==> src/rtl/mmio_uart_tx.sv <==
// Memory-mapped 8N1 UART transmitter: bus registers, a byte FIFO and a serialiser
// with a programmable baud divisor. Reads are combinational, writes land on the rising edge.
module mmio_uart_tx #(
    parameter int          FIFO_AW   = 4,
    parameter logic [15:0] RESET_DIV = 16'd650
) (
    input  logic        CLK,
    input  logic        RST,
    input  logic [29:0] ADDR,
    input  logic [31:0] DATAI,
    output logic [31:0] DATAO,
    input  logic        CE,
    input  logic [3:0]  WSTB,
    output logic        TXD,
    output logic        IRQ
);

    localparam int                 DEPTH      = 2 ** FIFO_AW;
    localparam logic [FIFO_AW:0]   LEVEL_FULL = {1'b1, {FIFO_AW{1'b0}}};
    localparam logic [FIFO_AW:0]   LEVEL_ZERO = {(FIFO_AW + 1){1'b0}};
    localparam logic [FIFO_AW:0]   LEVEL_ONE  = {{FIFO_AW{1'b0}}, 1'b1};
    localparam logic [FIFO_AW-1:0] PTR_ZERO   = {FIFO_AW{1'b0}};
    localparam logic [FIFO_AW-1:0] PTR_ONE    = {{(FIFO_AW - 1){1'b0}}, 1'b1};

    typedef enum logic [1:0] {
        ST_IDLE  = 2'd0,
        ST_START = 2'd1,
        ST_DATA  = 2'd2,
        ST_STOP  = 2'd3
    } state_t;

    logic [7:0]         fifo_mem_r [DEPTH];
    logic [FIFO_AW-1:0] wr_ptr_r;
    logic [FIFO_AW-1:0] rd_ptr_r;
    logic [FIFO_AW:0]   level_r;
    logic               ovf_r;
    logic               tx_en_r;
    logic               ie_r;
    logic [15:0]        baud_div_r;

    state_t             state_r;
    logic [15:0]        cnt_r;
    logic [2:0]         bit_idx_r;
    logic [7:0]         shift_r;
    logic               txd_r;

    logic [1:0]         sel_s;
    logic               wr_txdata_s;
    logic               wr_ctrl_s;
    logic               wr_baud_lo_s;
    logic               wr_baud_hi_s;
    logic               full_s;
    logic               empty_s;
    logic               busy_s;
    logic               bit_end_s;
    logic               push_s;
    logic               pop_s;
    logic               unused_s;

    assign sel_s        = ADDR[1:0];
    assign wr_txdata_s  = CE & (sel_s == 2'd0) & WSTB[0];
    assign wr_ctrl_s    = CE & (sel_s == 2'd2) & WSTB[0];
    assign wr_baud_lo_s = CE & (sel_s == 2'd3) & WSTB[0];
    assign wr_baud_hi_s = CE & (sel_s == 2'd3) & WSTB[1];

    assign full_s    = (level_r == LEVEL_FULL);
    assign empty_s   = (level_r == LEVEL_ZERO);
    assign busy_s    = (state_r != ST_IDLE);
    // Live divisor comparison: a lowered BAUDDIV ends an over-long bit at once.
    assign bit_end_s = (cnt_r >= baud_div_r);

    assign push_s = wr_txdata_s & ~full_s;
    assign pop_s  = tx_en_r & ~empty_s &
                    ((state_r == ST_IDLE) | ((state_r == ST_STOP) & bit_end_s));

    assign TXD = txd_r;
    assign IRQ = ie_r & empty_s & ~busy_s;

    assign unused_s = ^{ADDR[29:2], DATAI[31:16], WSTB[3:2]};

    // FIFO storage: data only, no reset needed.
    always_ff @(posedge CLK) begin
        if (push_s) begin
            fifo_mem_r[wr_ptr_r] <= DATAI[7:0];
        end else begin
            fifo_mem_r[wr_ptr_r] <= fifo_mem_r[wr_ptr_r];
        end
    end

    // FIFO pointers, fill level and sticky overflow flag.
    always_ff @(posedge CLK) begin
        if (RST) begin
            wr_ptr_r <= PTR_ZERO;
            rd_ptr_r <= PTR_ZERO;
            level_r  <= LEVEL_ZERO;
            ovf_r    <= 1'b0;
        end else begin
            if (push_s) begin
                wr_ptr_r <= wr_ptr_r + PTR_ONE;
            end else begin
                wr_ptr_r <= wr_ptr_r;
            end
            if (pop_s) begin
                rd_ptr_r <= rd_ptr_r + PTR_ONE;
            end else begin
                rd_ptr_r <= rd_ptr_r;
            end
            case ({push_s, pop_s})
                2'b10:   level_r <= level_r + LEVEL_ONE;
                2'b01:   level_r <= level_r - LEVEL_ONE;
                default: level_r <= level_r;
            endcase
            // A dropped push is flagged even when a pop frees a slot in the same cycle.
            if (wr_txdata_s & full_s) begin
                ovf_r <= 1'b1;
            end else if (wr_ctrl_s & DATAI[1]) begin
                ovf_r <= 1'b0;
            end else begin
                ovf_r <= ovf_r;
            end
        end
    end

    // Control and baud divisor registers.
    always_ff @(posedge CLK) begin
        if (RST) begin
            tx_en_r    <= 1'b1;
            ie_r       <= 1'b0;
            baud_div_r <= RESET_DIV;
        end else begin
            if (wr_ctrl_s) begin
                tx_en_r <= DATAI[0];
                ie_r    <= DATAI[2];
            end else begin
                tx_en_r <= tx_en_r;
                ie_r    <= ie_r;
            end
            if (wr_baud_lo_s) begin
                baud_div_r[7:0] <= DATAI[7:0];
            end else begin
                baud_div_r[7:0] <= baud_div_r[7:0];
            end
            if (wr_baud_hi_s) begin
                baud_div_r[15:8] <= DATAI[15:8];
            end else begin
                baud_div_r[15:8] <= baud_div_r[15:8];
            end
        end
    end

    // Serialiser FSM: start bit, 8 data bits LSB first, one stop bit.
    always_ff @(posedge CLK) begin
        if (RST) begin
            state_r   <= ST_IDLE;
            cnt_r     <= 16'd0;
            bit_idx_r <= 3'd0;
            shift_r   <= 8'd0;
            txd_r     <= 1'b1;
        end else begin
            case (state_r)
                ST_IDLE: begin
                    cnt_r <= 16'd0;
                    if (pop_s) begin
                        shift_r <= fifo_mem_r[rd_ptr_r];
                        state_r <= ST_START;
                        txd_r   <= 1'b0;
                    end else begin
                        txd_r   <= 1'b1;
                    end
                end
                ST_START: begin
                    if (bit_end_s) begin
                        cnt_r     <= 16'd0;
                        bit_idx_r <= 3'd0;
                        txd_r     <= shift_r[0];
                        shift_r   <= {1'b0, shift_r[7:1]};
                        state_r   <= ST_DATA;
                    end else begin
                        cnt_r     <= cnt_r + 16'd1;
                    end
                end
                ST_DATA: begin
                    if (bit_end_s) begin
                        cnt_r <= 16'd0;
                        if (bit_idx_r == 3'd7) begin
                            txd_r   <= 1'b1;
                            state_r <= ST_STOP;
                        end else begin
                            bit_idx_r <= bit_idx_r + 3'd1;
                            txd_r     <= shift_r[0];
                            shift_r   <= {1'b0, shift_r[7:1]};
                        end
                    end else begin
                        cnt_r <= cnt_r + 16'd1;
                    end
                end
                ST_STOP: begin
                    if (bit_end_s) begin
                        cnt_r <= 16'd0;
                        // Back-to-back frames: the next start bit follows the stop bit directly.
                        if (pop_s) begin
                            shift_r <= fifo_mem_r[rd_ptr_r];
                            state_r <= ST_START;
                            txd_r   <= 1'b0;
                        end else begin
                            state_r <= ST_IDLE;
                            txd_r   <= 1'b1;
                        end
                    end else begin
                        cnt_r <= cnt_r + 16'd1;
                    end
                end
                default: begin
                    state_r <= ST_IDLE;
                    cnt_r   <= 16'd0;
                    txd_r   <= 1'b1;
                end
            endcase
        end
    end

    // Combinational register read mux.
    always_comb begin
        DATAO = 32'd0;
        case (sel_s)
            2'd0: DATAO = 32'd0;
            2'd1: DATAO = {{(23 - FIFO_AW){1'b0}}, level_r, 4'b0000,
                           ovf_r, busy_s, empty_s, full_s};
            2'd2: DATAO = {29'd0, ie_r, 1'b0, tx_en_r};
            2'd3: DATAO = {16'd0, baud_div_r};
            default: DATAO = 32'd0;
        endcase
    end

endmodule
==> config.mk <==
export PLATFORM = sky130hd
export DESIGN_NAME = mmio_uart_tx
export DESIGN_NICKNAME = d
export VERILOG_FILES = /design/src/rtl/mmio_uart_tx.sv
export SDC_FILE = /design/constraint.sdc
export NUM_CORES = 1
export LEC_CHECK = 0
export BUFFER_PORTS_ARGS = -buffer_cell sky130_fd_sc_hd__clkbuf_2
export CORE_MARGIN = 1
export CORE_UTILIZATION = 45
export DETAILED_ROUTE_END_ITERATION = 8
export MAX_ROUTING_LAYER = met4
export PLACE_DENSITY = 0.75
export SYNTH_ARGS = -nofsm -noshare
export SYNTH_HDL_FRONTEND = slang
export SYNTH_SLANG_ARGS = --single-unit
==> constraint.sdc <==
create_clock -name CLK -period 8.65 [get_ports CLK]
set_input_delay 2.595 -clock CLK [delete_from_list [all_inputs] [get_ports CLK]]
set_output_delay 2.595 -clock CLK [all_outputs]
set_load 0.02 [all_outputs]
[Word-level counts from Yosys, hierarchy flattened]
Memories as Yosys holds them, arrays and structs flattened. A register that Yosys moved wholly into a read port is not among the register bits.
Index checks and enable logic that the tools add are counted.
Operators by class
  order comparisons: 1
  add/sub/neg operators: 6
  bitwise gates (word level): 20
  mux-type cells: 35
  eq/ne operators: 17
  reductions and logical operators: 13
Operators by type and width (count)
  case mux 32 bit (4 select lines): 1
  2-to-1 mux 8 bit: 6
  case mux 16 bit (2 select lines): 1
  case mux 8 bit (4 select lines): 1
  adder 16 x 1 -> 16 bit (second input constant): 1
  greater-or-equal comparator 16 bit: 1
  2-to-1 mux 16 bit: 1
  bitwise AND 1 bit: 15
  != test 2 bit (second input constant): 6
  2-to-1 mux 1 bit: 11
  == test 2 bit (second input constant): 5
  2-to-1 mux 2 bit: 5
  case mux 5 bit (2 select lines): 1
  2-to-1 mux 3 bit: 3
  adder 4 x 1 -> 4 bit (second input constant): 2
  2-to-1 mux 4 bit: 2
  case mux 2 bit (4 select lines): 1
  AND reduction 4 bit: 2
  nonzero test 2 bit: 4
  == test 2 x 1 -> 1 bit (second input constant): 3
  case mux 3 bit (2 select lines): 1
  adder 5 x 1 -> 5 bit (second input constant): 1
  == test 5 bit (second input constant): 1
  logical NOT 5 bit: 1
  12 further kinds: 16
Word-level totals
  memories: 1
  word-level logic and storage cells: 106
  bits in registers: 62
  RAM bits: 128
  bits of input ports: 69
Memory list
  fifo_mem_r: words 16, width 8, read ports 1, clocked after Yosys merged registers in 1, wr ports 1, RTL line 32  | logic [7:0] fifo_mem_r [DEPTH];

[Longest topological paths before layout]
Gate-level depths: netlist (run 1).
  depth in word-level cells: 7
  gate-level depth with buffers: 15
  mapped depth without buffers: 15

[Least setup slack after synthesis (run 1)]
Ideal clock, no wire load.
  path kind: input -> output
  from: input ADDR[1]
  to: output DATAO[0]
  stages on the path: 5
  slack: 2260 ps
  data required time: 6055 ps
  arrival time: 3795 ps
  cell sequence: clkbuf_1 -> clkbuf_1 -> inv_1 -> nand2_1 -> o32ai_1
On the way
  longest elaborated chain between the ends: 2
RTL lines
  from (decl): RTL line 9  | input logic [29:0] ADDR,
  == test 2 bit (tied with other cells): RTL line 225  | case (sel_s)
  case mux 32 bit (4 select lines) (*): RTL line 225
  to (decl): RTL line 11  | output logic [31:0] DATAO,
Mark *: on every way between the ends. The rest lies on a longest branch, timed or not. The select of a mux whose other input is x is not followed.

[Final worst setup path (run 1)]
Same ends and word-level chain as after synthesis.

==> out/summary.json, run 1 <==
{
  "grt_start_max_net_pins": {"value": 58},
  "grt_first_pass_wirelength": {"value": 26.6, "unit": "mm"},
  "numCtsBuffers": {"value": 17},
  "clkLatencyLatePin": {"value": 0.44, "unit": "ns"},
  "r2r_cells": {"value": 15},
  "fmax": {"value": 159, "unit": "MHz"},
  "post_cts.resized_instances": {"value": 0},
  "via_per_inst": {"value": 5.33},
  "fillCellCount": {"value": 1653},
  "timing.setup.tns": {"value": 0, "unit": "ns"},
  "worst_setup_path_start_kind": {"value": "input pin"},
  "crit_type": {"value": "in -> out"},
  "final_max_slew_viol_count": {"value": 0},
  "routed-via-count": {"value": 5238},
  "ir_drop": {"value": 0.158, "unit": "mV"},
  "cts_root_buf": {"value": "clkbuf_16"},
  "grt_pass1_vias": {"value": 4873},
  "dpl_worst_slack": {"value": 2.37, "unit": "ns"},
  "worstSetupStartpoint": {"value": "ADDR[1]"},
  "fp.dieArea": {"value": 20300, "unit": "µm²"},
  "synth.yosys.seq_area_share": {"value": 58.1, "unit": "%"},
  "endpoint_kind": {"value": "output pin"},
  "status": {"value": "finished clean"},
  "finalWorstSetupSlack": {"value": 2.36, "unit": "ns"},
  "ys_ff_latch": {"value": 194},
  "wl_met1": {"value": 7.55, "unit": "mm"},
  "worst_tran_pin_value": {"value": 1.05, "unit": "ns"},
  "placed_cell_area": {"value": 9200, "unit": "µm²"},
  "post_layout_nonfiller_instances": {"value": 983},
  "synth.cell_area": {"value": 8880, "unit": "µm²"},
  "synthMostInstantiatedCell": {"value": "edfxtp_1"},
  "final_layout_size_suffix_gt1_share": {"value": 20.2, "unit": "%"},
  "path_max_fanout": {"value": 25},
  "clkSlewWorstSetupHoldPaths": {"value": 0.07, "unit": "ns"},
  "vertical_die_dimension": {"value": 143, "unit": "µm"},
  "number_of_buffer_cells_added_on_primary_ports": {"value": 40},
  "fp.coreArea": {"value": 19400, "unit": "µm²"},
  "ant_diodes": {"value": 0},
  "synth-async-reset-ratio": {"value": 0, "unit": "%"},
  "core.rowCount": {"value": 51},
  "clockBufferDepth": {"value": 2},
  "reg2reg_setup_slack": {"value": 4.94, "unit": "ns"},
  "ports": {"value": 103},
  "cts_htree_levels": {"value": 4},
  "synth_area_leader_cell": {"value": "edfxtp_1"},
  "synth_enable_flop_cells": {"value": 128},
  "drt_wl_total": {"value": 17.2, "unit": "mm"},
  "grt_remaining_overflow": {"value": 0},
  "areaGrowthSynthToFinish": {"value": 10.4, "unit": "%"},
  "setup_viol": {"value": 0},
  "remaining_drc_errors": {"value": 0},
  "synth_top_cells_by_area": {"value": "edfxtp_1 (43%), dfxtp_1 (15%), mux4_2 (8.4%), ha_1 (4.5%), nor2_1 (2.2%)"},
  "met3RoutedLength": {"value": 833, "unit": "µm"},
  "number_of_antenna_violations_at_the_first_check_in_global_routing": {"value": 0},
  "yosys.cell_types.count": {"value": 64},
  "routed.top_layer": {"value": "met4"},
  "yosysTopAreaCellShare": {"value": 43.3, "unit": "%"},
  "place.detailed.hpwl": {"value": 11.0, "unit": "mm"},
  "synthFlopType": {"value": "edfxtp_1"},
  "ys_warn_count": {"value": 0},
  "holdPathStages": {"value": 2},
  "critical_path.reg2reg.startpoint": {"value": "baud_div_r[15]$_SDFFE_PP0P_"},
  "drt-wirelength-per-cell": {"value": 17.5, "unit": "µm"},
  "place.detailed.instances": {"value": 951},
  "floorplan.initialDensity": {"value": 45.8, "unit": "%"},
  "final_cycle_utilization_of_the_critical_path": {"value": 72.7, "unit": "%"},
  "layout.nets": {"value": 807},
  "final_cell_area": {"value": 9810, "unit": "µm²"},
  "drt_initial_violations": {"value": 406},
  "cellPowerDensity": {"value": 246, "unit": "nW/µm²"},
  "cts_sink_cnt": {"value": 194},
  "cap_viol_max_count": {"value": 0},
  "ant_nets": {"value": 0},
  "critical_path_required_time": {"value": 6.06, "unit": "ns"},
  "met2_length": {"value": 8.44, "unit": "mm"},
  "postSynthCellCount": {"value": 677},
  "p_leak": {"value": 3.36, "unit": "nW"},
  "detailed_routing_iteration_count_for_the_pre_antenna_repair_pass": {"value": 5},
  "cts_setup_buffers": {"value": 0},
  "arrival": {"value": 3.69, "unit": "ns"},
  "synth_commonest_cells": {"value": "edfxtp_1 (128), dfxtp_1 (66), nor2_1 (52)"},
  "dieWidth": {"value": 143, "unit": "µm"},
  "globalRouteTotalUtil": {"value": 18.3, "unit": "%"},
  "synth.avg_cell_area": {"value": 13.1, "unit": "µm²"},
  "hold_path_end": {"value": "baud_div_r[13]$_SDFFE_PP0P_"},
  "hold_start": {"value": "baud_div_r[13]$_SDFFE_PP0P_"},
  "post_cts_hold_buffer_count": {"value": 0},
  "fin_skew": {"value": 0.0107, "unit": "ns"},
  "gp_weighted_congestion": {"value": 0.784},
  "rsz0062_at_grt": {"value": "no"},
  "r2r_path_end": {"value": "level_r[4]$_SDFFE_PP0P_"},
  "hp-class": {"value": "reg -> reg"},
  "tritoncts_clock_tree": {"value": "yes"},
  "hold_ws": {"value": 0.473, "unit": "ns"},
  "period_minus_slack": {"value": 6.29, "unit": "ns"},
  "final_hold_viol_count": {"value": 0},
  "relSlewSlack": {"value": 29.8, "unit": "%"}
}
## power breakdown
group / switching, mW / internal, mW
clock network: 0.374 / 0.441
logic: 0.352 / 0.186
registers: 0.0397 / 1.02
total: 0.765 / 1.65
## final cells by class
cell class / count / area, µm² / share of cell area (%)
timing repair buffer: 47 / 253 / 2.58
sequential: 194 / 5170 / 52.7
tap: 265 / 332 / 3.38
inverter: 33 / 124 / 1.26
clock buffer: 17 / 425 / 4.34
multi-input combinational: 412 / 3330 / 33.9
clock inverter: 15 / 185 / 1.89
## layout by cell type, fill, tap and decap left out, drive strengths merged, types with 6 or more instances in the layout
cell type / count
a211oi: 7
a21oi: 38
and3: 10
buf: 7
clkbuf: 57
conb: 16
dfxtp: 66
edfxtp: 128
ha: 32
inv: 41
mux2i: 18
mux4: 33
nand2: 47
nand2b: 6
nand3: 10
nand4: 8
nor2: 63
nor2b: 20
nor3: 11
o21ai: 16
o22ai: 8
o41ai: 7
xnor2: 10
xor2: 11
## layer usage
layer  GRT usage (%)  up-vias
met3            4.07       26
li1                -     2524
met4            6.56        0
met5               -        -
met1            23.3     2534
met2            28.8      154
## sequential cells by signal, indices dropped and copies added, names as in the netlist, named ones only
| signal | count |
|---|---|
| rd_ptr_r | 4 |
| shift_r | 8 |
| wr_ptr_r | 4 |
| fifo_mem_r | 128 |
| state_r | 2 |
| cnt_r | 16 |
| ovf_r | 1 |
| level_r | 5 |
| tx_en_r | 1 |
| bit_idx_r | 3 |
| TXD | 1 |
| ie_r | 1 |
| baud_div_r | 16 |
## worst max-delay path: stages
cell and delay, ns:
clkbuf_2 0.35, inv_1 0.20, nand2_1 0.08, o32ai_1 0.23
clkbuf_2 0.22
## how the worst max path moves through the flow
| stage | end | slack (ns) | cells past startpoint |
|---|---|---|---|
| after floorplan | DATAO[0] | 2.26 | 5 |
| after global placement | DATAO[0] | 2.38 | 5 |
| after detailed placement | DATAO[0] | 2.37 | 5 |
| after CTS | DATAO[0] | 2.37 | 5 |
| after global routing | DATAO[0] | 2.25 | 5 |
| final | DATAO[0] | 2.36 | 5 |
## metrics by stage
stage,util [%],power [mW]
global placement,47.4,1.61
finish,50.6,2.42
global route,50.6,2.53
detailed placement,47.4,1.62
CTS,50.6,2.43
floorplan,-,1.58
## cells by family (layout without fill, tap and decap cells)
group | count (synthesis) | after routing | share of synthesized area (%)
XOR/XNOR | 21 | 21 | 2.07
buffers and inverters | 86 | 112 | 5.07
multiplexers | 52 | 52 | 10.5
AND/OR/NAND/NOR | 190 | 190 | 11.5
adder cells (fa/ha/maj) | 33 | 33 | 4.73
flip-flops | 194 | 194 | 58.1
other | 1 | 16 | 0.0422
AO/OA/AOI/OAI | 100 | 100 | 7.90
(Power assumes the default switching activity.)
==> inputs of run 2 (changes only) <==
--- a/config.mk
+++ b/config.mk
@@ -10,7 +10,7 @@
 export CORE_UTILIZATION = 45
 export DETAILED_ROUTE_END_ITERATION = 8
 export MAX_ROUTING_LAYER = met4
-export PLACE_DENSITY = 0.75
+export PLACE_DENSITY = 0.78
 export SYNTH_ARGS = -nofsm -noshare
 export SYNTH_HDL_FRONTEND = slang
 export SYNTH_SLANG_ARGS = --single-unit
==> constraint.sdc (replaced) <==
create_clock -name CLK -period 5.4 [get_ports CLK]
set_input_delay 1.62 -clock CLK [delete_from_list [all_inputs] [get_ports CLK]]
set_output_delay 1.62 -clock CLK [all_outputs]
set_load 0.02 [all_outputs]
==> out/summary.json, run 2 (synthesis results as in run 1) <==
{
  "tritoncts_clock_tree": {"value": "yes"},
  "top_regs": {"value": "fifo_mem_r: 128 flops, baud_div_r: 16 flops, cnt_r: 16 flops"},
  "setup_viol": {"value": 0, "change": "unchanged"},
  "gp_weighted_congestion": {"value": 0.824, "change": "+5.0%"},
  "power.total": {"value": 3.83, "unit": "mW", "change": "+58%"},
  "post_cts_hold_buffer_count": {"value": 0, "change": "unchanged"},
  "path_max_fanout": {"value": 25, "change": "unchanged"},
  "number_of_buffer_cells_added_on_primary_ports": {"value": 40, "change": "unchanged"},
  "dieWidth": {"value": 143, "unit": "µm", "change": "unchanged"},
  "hold_start": {"value": "baud_div_r[14]$_SDFFE_PP0P_"},
  "layout.nets": {"value": 807, "change": "unchanged"},
  "final_max_slew_viol_count": {"value": 0, "change": "unchanged"},
  "core.rowCount": {"value": 51, "change": "unchanged"},
  "endpoint_kind": {"value": "output pin"},
  "crit_type": {"value": "in -> out"},
  "globalRouteTotalUtil": {"value": 18.1, "unit": "%", "change": "-0.27 points"},
  "worst_tran_pin_value": {"value": 1.06, "unit": "ns", "change": "+0.0120 ns"},
  "drt_wl_total": {"value": 16.9, "unit": "mm", "change": "-1.8%"},
  "arrival": {"value": 2.75, "unit": "ns", "change": "-0.94 ns"},
  "cts_root_buf": {"value": "clkbuf_16"},
  "grt_pass1_vias": {"value": 4930, "change": "+1.2%"},
  "cap_viol_max_count": {"value": 0, "change": "unchanged"},
  "numCtsBuffers": {"value": 17, "change": "unchanged"},
  "grt_remaining_overflow": {"value": 0, "change": "unchanged"},
  "vertical_die_dimension": {"value": 143, "unit": "µm", "change": "unchanged"},
  "grt_first_pass_wirelength": {"value": 26.3, "unit": "mm", "change": "-1.1%"},
  "clkSlewWorstSetupHoldPaths": {"value": 0.07, "unit": "ns", "change": "about the same"},
  "via_per_inst": {"value": 5.37, "change": "+0.76%"},
  "drt-wirelength-per-cell": {"value": 17.1, "unit": "µm", "change": "-1.8%"},
  "fin_skew": {"value": 0.0129, "unit": "ns", "change": "+0.00217 ns"},
  "largest_register_ff_count": {"value": 128, "change": "unchanged"},
  "ant_diodes": {"value": 0, "change": "unchanged"},
  "cts_htree_levels": {"value": 4, "change": "unchanged"},
  "number_of_antenna_violations_at_the_first_check_in_global_routing": {"value": 0, "change": "unchanged"},
  "timing.setup.tns": {"value": 0, "unit": "ns", "change": "unchanged"},
  "place.detailed.hpwl": {"value": 11.1, "unit": "mm", "change": "+0.45%"},
  "areaGrowthSynthToFinish": {"value": 10.2, "unit": "%"},
  "detailed_routing_iteration_count_for_the_pre_antenna_repair_pass": {"value": 5, "change": "unchanged"},
  "floorplan.initialDensity": {"value": 45.8, "unit": "%", "change": "unchanged"},
  "hp-class": {"value": "reg -> reg"},
  "final_cycle_utilization_of_the_critical_path": {"value": 80.9, "unit": "%"},
  "layout_commonest_cell": {"value": "edfxtp_1"},
  "critical_path.reg2reg.startpoint": {"value": "baud_div_r[15]$_SDFFE_PP0P_"},
  "worst_setup_path_start_kind": {"value": "input pin"},
  "clockBufferDepth": {"value": 2, "change": "unchanged"},
  "clkLatencyLatePin": {"value": 0.45, "unit": "ns", "change": "about the same"},
  "fp.coreArea": {"value": 19400, "unit": "µm²", "change": "unchanged"},
  "drt_initial_violations": {"value": 426, "change": "+4.9%"},
  "worstSetupStartpoint": {"value": "ADDR[1]"},
  "routed-via-count": {"value": 5278, "change": "+0.76%"},
  "final_layout_size_suffix_gt1_share": {"value": 20.1, "unit": "%", "change": "-0.14 points"},
  "period_minus_slack": {"value": 4.37, "unit": "ns"},
  "critical_path_required_time": {"value": 3.78, "unit": "ns", "change": "-2.28 ns"},
  "final_hold_viol_count": {"value": 0, "change": "unchanged"},
  "post_cts.resized_instances": {"value": 0, "change": "unchanged"},
  "ports": {"value": 103, "change": "unchanged"},
  "rsz0062_at_grt": {"value": "no"},
  "ir_drop": {"value": 0.242, "unit": "mV", "change": "+54%"},
  "regMostFlops": {"value": "fifo_mem_r"},
  "cts_setup_buffers": {"value": 0, "change": "unchanged"},
  "fp.dieArea": {"value": 20300, "unit": "µm²", "change": "unchanged"},
  "grt_start_max_net_pins": {"value": 57, "change": "-1.7%"},
  "relSlewSlack": {"value": 29.0, "unit": "%", "change": "-0.80 points"},
  "ant_nets": {"value": 0, "change": "unchanged"},
  "fmax": {"value": 229, "unit": "MHz"},
  "status": {"value": "finished clean"},
  "mostFrequentLayoutCells": {"value": "edfxtp_1 (128), dfxtp_1 (65), nor2_1 (52)"},
  "cellPowerDensity": {"value": 391, "unit": "nW/µm²", "change": "+59%"},
  "p_leak": {"value": 3.34, "unit": "nW", "change": "-0.44%"},
  "remaining_drc_errors": {"value": 0, "change": "unchanged"},
  "cts_sink_cnt": {"value": 194, "change": "unchanged"}
}
run 2: worst max-delay path: stages:
cell	delay [ns]
clkbuf_2	0.45
inv_1	0.16
o22ai_1	0.29
clkbuf_2	0.22
run 2: power by group:
part | internal, mW | switching [mW] | leakage, nW
Combinational | 0.298 | 0.562 | 1.37
Clock | 0.659 | 0.605 | 0.287
Sequential | 1.64 | 0.0639 | 1.69
Total | 2.60 | 1.23 | 3.34
run 2: cell type report:
class                      instances  area [µm²]
timing repair buffer              47         253
fill                            1622        9610
clock inverter                    15         164
sequential                       194        5170
inverter                          33         124
clock buffer                      17         425
tap                              265         332
multi-input combinational        412        3330
run 2: worst paths after layout:
kind | depth (start not counted) | slack (ns) | endpoint
worst max-delay path | 4 | 1.03 | DATAO[2]
worst min-delay path | 2 | 0.47 | baud_div_r[14]$_SDFFE_PP0P_
worst max register to register | 15 | 1.81 | level_r[4]$_SDFFE_PP0P_
worst min register to register | 2 | 0.47 | baud_div_r[14]$_SDFFE_PP0P_
run 2: per-layer routing:
layer / GRT usage [%] / share of wire, % / up-vias
li1: - / - / 2525
met1: 23.4 / 44 / 2558
met2: 28.1 / 49 / 168
met3: 3.36 / 5.3 / 27
met4: 7.07 / 1.9 / 0
met5: - / 0 / -
run 2: stage by stage:
stage / cells / hold slack (ns) / utilization, % / setup WS, ns / area, µm²
floorplan: 692 / 0.444 / - / 0.960 / 8940
global placement: 951 / 0.456 / 47.4 / 1.07 / 9200
detailed placement: 951 / 0.457 / 47.4 / 1.01 / 9200
CTS: 983 / 0.467 / 50.5 / 1.04 / 9790
global route: 983 / 0.488 / 50.5 / 0.976 / 9790
finish: 983 / 0.470 / 50.5 / 1.03 / 9790
==> inputs of run 3 (changes only) <==
--- a/config.mk
+++ b/config.mk
@@ -10,7 +10,7 @@
 export CORE_UTILIZATION = 45
 export DETAILED_ROUTE_END_ITERATION = 8
 export MAX_ROUTING_LAYER = met4
-export PLACE_DENSITY = 0.78
+export PLACE_DENSITY = 0.75
 export SYNTH_ARGS = -nofsm -noshare
 export SYNTH_HDL_FRONTEND = slang
 export SYNTH_SLANG_ARGS = --single-unit
==> constraint.sdc (replaced) <==
create_clock -name CLK -period 4.4 [get_ports CLK]
set_input_delay 1.32 -clock CLK [delete_from_list [all_inputs] [get_ports CLK]]
set_output_delay 1.32 -clock CLK [all_outputs]
set_load 0.02 [all_outputs]
==> out/summary.json, run 3 (synthesis results as in run 1) <==
{
  "status": {"value": "finished clean"},
  "ff_latch_area": {"value": 5170, "unit": "µm²", "change": "unchanged"},
  "fmax": {"value": 266, "unit": "MHz"},
  "finalWorstSetupSlack": {"value": 0.634, "unit": "ns", "change": "-0.398 ns"},
  "setup_viol": {"value": 0, "change": "unchanged"},
  "drt_initial_violations": {"value": 381, "change": "-11%"},
  "vertical_die_dimension": {"value": 143, "unit": "µm", "change": "unchanged"},
  "final_layout_size_suffix_gt1_share": {"value": 20.9, "unit": "%", "change": "+0.83 points"},
  "globalRouteTotalUtil": {"value": 18.1, "unit": "%", "change": "+0.029 points"},
  "grt_pass1_vias": {"value": 4898, "change": "-0.65%"},
  "worst_setup_path_start_kind": {"value": "input pin"},
  "drt-wirelength-per-cell": {"value": 17.1, "unit": "µm", "change": "about the same"},
  "hp-class": {"value": "reg -> reg"},
  "ant_nets": {"value": 0, "change": "unchanged"},
  "cts_sink_cnt": {"value": 194, "change": "unchanged"},
  "floorplan.initialDensity": {"value": 45.8, "unit": "%", "change": "unchanged"},
  "areaGrowthSynthToFinish": {"value": 10.5, "unit": "%"},
  "crit_path_max_incr_delay": {"value": 0.34, "unit": "ns", "change": "-0.11 ns"},
  "ant_diodes": {"value": 0, "change": "unchanged"},
  "core.rowCount": {"value": 51, "change": "unchanged"},
  "cellPowerDensity": {"value": 476, "unit": "nW/µm²", "change": "+22%"},
  "fp.coreArea": {"value": 19400, "unit": "µm²", "change": "unchanged"},
  "final_hold_viol_count": {"value": 0, "change": "unchanged"},
  "place.detailed.hpwl": {"value": 11.5, "unit": "mm", "change": "+4.0%"},
  "grt_remaining_overflow": {"value": 0, "change": "unchanged"},
  "grt_first_pass_wirelength": {"value": 26.5, "unit": "mm", "change": "+0.81%"},
  "p_leak": {"value": 3.37, "unit": "nW", "change": "+0.60%"},
  "worst_tran_pin_value": {"value": 1.06, "unit": "ns", "change": "-0.000152 ns"},
  "critical_path_required_time": {"value": 3.08, "unit": "ns", "change": "-0.70 ns"},
  "endpoint_kind": {"value": "output pin"},
  "fp.dieArea": {"value": 20300, "unit": "µm²", "change": "unchanged"},
  "relSlewSlack": {"value": 29.0, "unit": "%", "change": "about the same"},
  "regMostFlops": {"value": "fifo_mem_r"},
  "post_cts.resized_instances": {"value": 0, "change": "unchanged"},
  "crit_type": {"value": "in -> out"},
  "timing.setup.tns": {"value": 0, "unit": "ns", "change": "unchanged"},
  "arrival": {"value": 2.45, "unit": "ns", "change": "-0.30 ns"},
  "clock_power_share": {"value": 32.4, "unit": "%", "change": "-0.6 points"},
  "largest_register_ff_count": {"value": 128, "change": "unchanged"},
  "detailed_routing_iteration_count_for_the_pre_antenna_repair_pass": {"value": 5, "change": "unchanged"},
  "rsz0062_at_grt": {"value": "no"},
  "number_of_antenna_violations_at_the_first_check_in_global_routing": {"value": 0, "change": "unchanged"},
  "p_switching": {"value": 1.53, "unit": "mW", "change": "+25%"},
  "via_per_inst": {"value": 5.32, "change": "-0.94%"},
  "clkLatencyLatePin": {"value": 0.44, "unit": "ns", "change": "about the same"},
  "gp_weighted_congestion": {"value": 0.769, "change": "-6.6%"},
  "remaining_drc_errors": {"value": 0, "change": "unchanged"},
  "cap_viol_max_count": {"value": 0, "change": "unchanged"},
  "power.switching_fraction": {"value": 32.8, "unit": "%", "change": "+0.69 points"},
  "fillCellCount": {"value": 1637, "change": "+0.92%"},
  "tritoncts_clock_tree": {"value": "yes"},
  "grt_start_max_net_pins": {"value": 57, "change": "unchanged"},
  "final_cycle_utilization_of_the_critical_path": {"value": 85.6, "unit": "%"},
  "power.sequential.fraction": {"value": 44.8, "unit": "%", "change": "+0.3 points"},
  "top_regs": {"value": "fifo_mem_r: 128 flops, baud_div_r: 16 flops, cnt_r: 16 flops"},
  "fin_skew": {"value": 0.0118, "unit": "ns", "change": "-0.00104 ns"},
  "path_max_fanout": {"value": 25, "change": "unchanged"},
  "post_cts_hold_buffer_count": {"value": 0, "change": "unchanged"},
  "power_report.internal_total": {"value": 3.14, "unit": "mW", "change": "+21%"},
  "combinational_share_of_power": {"value": 22.7, "unit": "%", "change": "+0.2 points"},
  "ir_drop": {"value": 0.355, "unit": "mV", "change": "+47%"},
  "layout.nets": {"value": 812, "change": "+0.62%"},
  "cts_htree_levels": {"value": 4, "change": "unchanged"},
  "mostFrequentLayoutCells": {"value": "edfxtp_1 (128), dfxtp_1 (65), nor2_1 (52)"},
  "multi_input_area": {"value": 3330, "unit": "µm²", "change": "unchanged"},
  "routed-via-count": {"value": 5255, "change": "-0.44%"},
  "numCtsBuffers": {"value": 17, "change": "unchanged"},
  "number_of_buffer_cells_added_on_primary_ports": {"value": 40, "change": "unchanged"},
  "worstPathCellList": {"value": "clkbuf_2 -> inv_1 -> nand2_1 -> o32ai_1 -> clkbuf_2"},
  "path_common_cell": {"value": "clkbuf_2"},
  "cts_root_buf": {"value": "clkbuf_16"},
  "finalCoreUtilization": {"value": 50.6, "unit": "%", "change": "+0.16 points"},
  "drt_wl_total": {"value": 16.9, "unit": "mm", "change": "+0.47%"},
  "clockBufferDepth": {"value": 2, "change": "unchanged"},
  "ports": {"value": 103, "change": "unchanged"},
  "cp_slowest_cell": {"value": "clkbuf_2"},
  "final_max_slew_viol_count": {"value": 0, "change": "unchanged"},
  "clkSlewWorstSetupHoldPaths": {"value": 0.07, "unit": "ns", "change": "about the same"},
  "period_minus_slack": {"value": 3.77, "unit": "ns"},
  "dieWidth": {"value": 143, "unit": "µm", "change": "unchanged"},
  "layout_commonest_cell": {"value": "edfxtp_1"},
  "cts_setup_buffers": {"value": 0, "change": "unchanged"},
  "dpl_worst_slack": {"value": 0.659, "unit": "ns", "change": "-0.349 ns"}
}
-- run 3: worst paths after layout --
| check | start | end | slack (ns) | depth (start not counted) |
|---|---|---|---|---|
| max | ADDR[1] | DATAO[0] | 0.63 | 5 |
| min | baud_div_r[14]$_SDFFE_PP0P_ | baud_div_r[14]$_SDFFE_PP0P_ | 0.47 | 2 |
| max reg2reg | baud_div_r[15]$_SDFFE_PP0P_ | level_r[4]$_SDFFE_PP0P_ | 0.81 | 15 |
| min reg2reg | baud_div_r[14]$_SDFFE_PP0P_ | baud_div_r[14]$_SDFFE_PP0P_ | 0.47 | 2 |
-- run 3: per-stage QoR --
stage | instances | hold slack, ns | instance area (µm²) | total power [mW]
after floorplan | 692 | 0.444 | 8940 | 3.10
after global placement | 956 | 0.456 | 9240 | 3.17
after detailed placement | 956 | 0.460 | 9240 | 3.19
after CTS | 988 | 0.470 | 9820 | 4.70
after global routing | 988 | 0.490 | 9820 | 4.88
final | 988 | 0.468 | 9820 | 4.67
-- run 3: power by group through the flow --
stage          logic [mW]  registers (mW)  clock network, mW
6_report             1.06            2.09               1.52
5_1_grt              1.17            2.11               1.61
4_1_cts              1.06            2.09               1.54
3_5_place_dp         1.05            2.13                  0
3_3_place_gp         1.03            2.13                  0
2_1_floorplan        1.00            2.10                  0
-- run 3: area by class of cell --
cell class                 instances  area share [%]
tap                              265            3.38
timing repair buffer              52            2.96
sequential                       194            52.6
inverter                          33            1.26
clock buffer                      17            4.33
clock inverter                    15            1.61
multi-input combinational        412            33.9
-- run 3: worst max-delay path: cells and delay by family --
| kind | cells | cell delay, ns |
|---|---|---|
| buffers and inverters | 3 | 0.78 |
| and+or+nand+nor | 1 | 0.09 |
| AOI/OAI and AO/OA | 1 | 0.26 |
-- run 3: layer usage --
layer | global-route usage [%] | part of all wire, %
met3 | 3.16 | 4.9
met2 | 27.7 | 48
met5 | - | 0
met4 | 8.15 | 2.4
met1 | 23.6 | 44
